--- src/rtl/key_debounce.sv ---
// rtl/key_debounce.sv - multi-key synchroniser, debouncer and press/release/long-press pulse generator
//
// Each key gets its own identical slice. The slice has a 2-flop synchroniser and a
// 4-state FSM that counts 1 ms ticks of stable level. It also has registered
// level and pulse outputs.
//
// Ports:
//   clk          system clock
//   rstN         synchronous active-low reset
//   iTick1ms     one-clk strobe, once per millisecond
//   iKeyN        raw asynchronous keys, 0 = pressed
//   oKeyLevel    debounced key state, 1 = pressed
//   oKeyPress    one-clk pulse per debounced press
//   oKeyRelease  one-clk pulse per debounced release
//   oKeyLong     one-clk pulse when a press has been held LONG_MS ticks
//
// Build option: define KEY_DEBOUNCE_LONG_PRESS_EN to include the long-press counters.
// Without it, oKeyLong is constant 0 and LONG_MS has no effect.
module key_debounce #(
   parameter int KEY_NUM     = 4,
   parameter int DEBOUNCE_MS = 20,
   parameter int LONG_MS     = 1000
) (
   input  logic               clk,
   input  logic               rstN,
   input  logic               iTick1ms,
   input  logic [KEY_NUM-1:0] iKeyN,
   output logic [KEY_NUM-1:0] oKeyLevel,
   output logic [KEY_NUM-1:0] oKeyPress,
   output logic [KEY_NUM-1:0] oKeyRelease,
   output logic [KEY_NUM-1:0] oKeyLong
);

   typedef enum logic [1:0] {IDLE, PRESS_WAIT, PRESSED, RELEASE_WAIT} state_t;

   // A wait completes on the tick that lifts the count from DEBOUNCE_MS-1 to DEBOUNCE_MS.
   localparam logic [7:0] DEB_LAST = 8'(DEBOUNCE_MS - 1);

   for (genvar k = 0; k < KEY_NUM; k++) begin : g_key
      logic       sync_meta;
      logic       s;
      state_t     state;
      state_t     state_nxt;
      logic [7:0] deb_cnt;
      logic [7:0] deb_cnt_nxt;
      logic       deb_done;
      logic       level_nxt;
      logic       press_nxt;
      logic       release_nxt;
      logic       level_q;
      logic       press_q;
      logic       release_q;

      assign deb_done = iTick1ms && (deb_cnt == DEB_LAST);

      // State register, synchroniser and registered outputs.
      always_ff @(posedge clk) begin
         if (!rstN) begin
            sync_meta <= 1'b1;
            s         <= 1'b1;
            state     <= IDLE;
            deb_cnt   <= '0;
            level_q   <= 1'b0;
            press_q   <= 1'b0;
            release_q <= 1'b0;
         end else begin
            sync_meta <= iKeyN[k];
            s         <= sync_meta;
            state     <= state_nxt;
            deb_cnt   <= deb_cnt_nxt;
            level_q   <= level_nxt;
            press_q   <= press_nxt;
            release_q <= release_nxt;
         end
      end

      // Next state. The level check comes before the tick check, so a bounce that
      // lands on the completing tick aborts the wait.
      always_comb begin
         state_nxt   = state;
         deb_cnt_nxt = deb_cnt;
         case (state)
            IDLE: begin
               if (!s) begin
                  state_nxt   = PRESS_WAIT;
                  deb_cnt_nxt = '0;
               end
            end
            PRESS_WAIT: begin
               if (s) begin
                  state_nxt = IDLE;
               end else if (iTick1ms) begin
                  deb_cnt_nxt = deb_cnt + 8'd1;
                  if (deb_done) state_nxt = PRESSED;
               end
            end
            PRESSED: begin
               if (s) begin
                  state_nxt   = RELEASE_WAIT;
                  deb_cnt_nxt = '0;
               end
            end
            RELEASE_WAIT: begin
               if (!s) begin
                  state_nxt = PRESSED;
               end else if (iTick1ms) begin
                  deb_cnt_nxt = deb_cnt + 8'd1;
                  if (deb_done) state_nxt = IDLE;
               end
            end
            default: state_nxt = IDLE;
         endcase
      end

      // Output decode, registered above so that the pulses and the level move together.
      always_comb begin
         level_nxt   = (state_nxt == PRESSED) || (state_nxt == RELEASE_WAIT);
         press_nxt   = (state == PRESS_WAIT) && !s && deb_done;
         release_nxt = (state == RELEASE_WAIT) && s && deb_done;
      end

      assign oKeyLevel[k]   = level_q;
      assign oKeyPress[k]   = press_q;
      assign oKeyRelease[k] = release_q;

`ifdef KEY_DEBOUNCE_LONG_PRESS_EN
      localparam logic [15:0] LONG_LAST = 16'(LONG_MS - 1);
      localparam logic [15:0] LONG_MAX  = 16'(LONG_MS);

      logic [15:0] long_cnt;
      logic        long_step;
      logic        long_q;

      // Counts only while held in PRESSED. It saturates, so the pulse fires once
      // per press. It is frozen (not cleared) across a release bounce.
      assign long_step = (state == PRESSED) && !s && iTick1ms && (long_cnt != LONG_MAX);

      always_ff @(posedge clk) begin
         if (!rstN) begin
            long_cnt <= '0;
            long_q   <= 1'b0;
         end else begin
            if (press_nxt) begin
               long_cnt <= '0;
            end else if (long_step) begin
               long_cnt <= long_cnt + 16'd1;
            end
            long_q <= long_step && (long_cnt == LONG_LAST);
         end
      end

      assign oKeyLong[k] = long_q;
`else
      // Constant 0 for every legal LONG_MS.
      assign oKeyLong[k] = (LONG_MS == 0);
`endif
   end

endmodule
--- config.mk ---
export PLATFORM = sky130hd
export DESIGN_NAME = key_debounce
export DESIGN_NICKNAME = d
export VERILOG_FILES = /design/src/rtl/key_debounce.sv
export SDC_FILE = /design/constraint.sdc
export NUM_CORES = 1
export LEC_CHECK = 0
export ABC_AREA = 1
export BUFFER_PORTS_ARGS = -buffer_cell sky130_fd_sc_hd__buf_2
export CORE_MARGIN = 2
export CORE_UTILIZATION = 45
export CTS_BUF_LIST = sky130_fd_sc_hd__clkbuf_8
export DETAILED_ROUTE_END_ITERATION = 8
export GPL_TIMING_DRIVEN = 0
export MAX_ROUTING_LAYER = met4
export PLACE_DENSITY = 0.71
export SETUP_SLACK_MARGIN = 0.5
export SYNTH_ARGS = -nofsm -noshare
export SYNTH_HDL_FRONTEND = slang
export SYNTH_SLANG_ARGS = --single-unit
--- constraint.sdc ---
create_clock -name clk -period 1.2 [get_ports clk]
set_input_delay 0.36 -clock clk [delete_from_list [all_inputs] [get_ports clk]]
set_output_delay 0.36 -clock clk [all_outputs]
set_load 0.005 [all_outputs]
==> run metrics <==
Worst Hold Launch=iKeyN[1]; Synth cell types=31; die height=81.5 µm; Initial Util=46.2%; DP HPWL=3710 µm; Worst setup EP type=output pin; Worst Hold End=g_key[1].sync_meta$_SDFF_PN1_; die area=6640 µm²; H-Tree Depth=3; Hold WC Path Type=input pin to flop; reg2reg end=g_key[2].deb_cnt[4]$_SDFFE_PN0P_; VDD IR max=970 µV; antenna cells=0; PnR worst setup slack=-0.0648 ns; first-pass GRT wire length=10800 µm; GRT Residual Overflow=0; Seq/Total Area, Yosys=42.2%; DR vias=2617; layout cells sized above 1=52.0%; clock slew at reported path FFs=0.07 ns; root buf cell=clkbuf_8; Req. time, crit path=0.84 ns; max_cap viols=0; outcome=finished, violations left; CP Buf/Inv Count=2; # IOs=23; largest net degree at the start of global routing=11; final antenna-violating net count=0; Data arrival, critical path=0.90 ns; final setup fails=12; wirelength, routed=6830 µm; CTS Buffer Depth=2; R2R Path Start=g_key[2].state[1]$_SDFF_PN0_; critical path cell sequence=buf_6 > buf_6; #FFs+latches synth=57; Crit-path slowest cell=dfxtp_4; GP Congestion=0.839; FMAX=791 MHz; Layout Skew=0.00451 ns; detailed-router iteration count before antenna repair=4; slowest stage delay, CP=0.35 ns; static leakage=1.70 nW; initial antenna violation count=0; cell family with most CP delay=flip-flops; clock latency at the later pin of the worst-skew pair=0.35 ns; P&R area growth vs syn=53.9%; period utilization=105%; RSZ-0062 raised after global routing=yes; Net count, final=448; Core Area=5850 µm²; Final Max Slew Viols=0; num rows=28; total power divided by cell area=1050 nW/µm²; mean post-synth cell area=7.17 µm²; violations in the final reports=negative setup slack; most frequent cells in the layout=nand2_1, nor2_1, buf_4, dfxtp_1, inv_1; Yosys top cell area share=42.2%; Die W=81.5 µm; Critical Path Most Common Cell=buf_6; top cells by area, synth=dfxtp_1, nand2_1, nor2_1; Tmin final=1.26 ns; vias in the first global route=2442; area leader, netlist=dfxtp_1; Mapped Cells=377; placed inst area=3110 µm²; Design Area, Final=4160 µm²; most common cell after layout, fill and taps aside=nand2_1; TritonCTS clock tree=yes; TritonCTS buffer count=9; # clock sinks=57; Post-Syn Area=2700 µm²; global-route usage over all layers=21.9%; CP Launch Type=flop; Syn. warnings=0; Wirelength per Cell=13.2 µm; hold depth=2; Final Hold Fails=0; # port buffers=17; Worst Path Max Fanout=2; Fin Setup TNS=-0.463 ns; worst r2r path cells=7; Starting DRT DRC Count=169; DR vias/cell=5.06; worst reg2reg setup slack=0.01 ns; Crit Path Class=flop to output pin; Power, Total=4.35 mW; DRC Markers=0
[sequential cells by signal, summed over array words and instances, names as in the netlist]
name	count
g_key.s	4
g_key.level_q	1
g_key.deb_cnt	32
g_key.state	8
g_key.release_q	4
g_key.sync_meta	4
g_key.press_q	4
[routing by layer]
metal  track usage, %  vias up  share of wire, %
li1                 -     1314                 -
met1             25.4     1216                42
met2             36.2       70                51
met3             4.07       17               4.1
met4             11.2        0               2.4
met5                -        -                 0
[Yosys cell counts]
master	n
a21oi_1	12
a21oi_2	2
a21oi_4	2
a31oi_1	2
and3_1	2
buf_2	1
buf_4	17
buf_6	1
clkbuf_1	1
conb_1	1
dfxtp_1	57
ha_1	4
inv_1	37
inv_2	8
nand2_1	87
nand2_2	4
nand3_1	24
nand3b_1	2
nand4_1	11
nor2_1	63
nor2_4	3
nor2_8	1
nor3_1	9
nor3_2	1
o211a_1	3
o21ai_0	3
o21ai_1	8
o21bai_1	2
or2_0	1
or2_1	3
or2_2	5
[what timing repair did]
| item | 4_1_cts | 5_1_grt |
|---|---|---|
| hold buffers | 0 | 0 |
| gates cloned | 5 | 0 |
| buffers inserted | 20 | 4 |
| setup endpoints to repair | 64 | 66 |
| gates resized for setup | 118 | 42 |
| pin swaps | 54 | 36 |
[final cells by class]
class | count | area (µm²)
Timing Repair Buffer | 43 | 415
Clock inverter | 5 | 77.6
Tap cell | 75 | 93.8
Sequential cell | 57 | 1210
Inverter | 45 | 211
Buffer | 20 | 203
Multi-Input combinational cell | 261 | 1800
Fill cell | 408 | 1690
Clock buffer | 11 | 151
[through the flow]
step           util [%]  setup WS, ns  hold WS (ns)  std cells
4_1_cts            68.3       -0.0612         0.194        513
5_1_grt            71.1       -0.0855         0.205        517
2_1_floorplan         -         0.147         0.385        380
3_5_place_dp       53.1       -0.0776         0.398        472
6_report           71.1       -0.0648         0.190        517
3_3_place_gp       53.1       -0.0740         0.396        472
[where the power goes]
group	switching, mW	total [mW]	internal (mW)
logic	0.191	0.354	0.164
registers	0.0262	1.92	1.89
clock network	0.805	2.08	1.27
total	1.02	4.35	3.33
[worst max-delay path by stage]
stage / from / endpoint / cells after the start
after global placement: iTick1ms / g_key[3].deb_cnt[2]$_SDFFE_PN0P_ / 7
final: g_key[3].state[1]$_SDFF_PN0_ / oKeyLevel[3] / 2
after floorplan: g_key[0].deb_cnt[1]$_SDFFE_PN0P_ / g_key[0].level_q$_SDFF_PN0_ / 6
after detailed placement: iTick1ms / g_key[3].deb_cnt[0]$_SDFFE_PN0P_ / 7
after global routing: g_key[2].state[1]$_SDFF_PN0_ / oKeyLevel[2] / 2
after CTS: g_key[3].state[1]$_SDFF_PN0_ / oKeyLevel[3] / 2
[cells by family after synthesis]
| logic type | count (synthesis) | synth area share [%] |
|---|---|---|
| AO/OA/AOI/OAI | 34 | 8.24 |
| flip-flops | 57 | 42.2 |
| buffers and inverters | 65 | 11.7 |
| other | 1 | 0.139 |
| AND/OR/NAND/NOR | 216 | 35.9 |
| adder cells (fa/ha/maj) | 4 | 1.85 |
(Power assumes the default switching activity.)
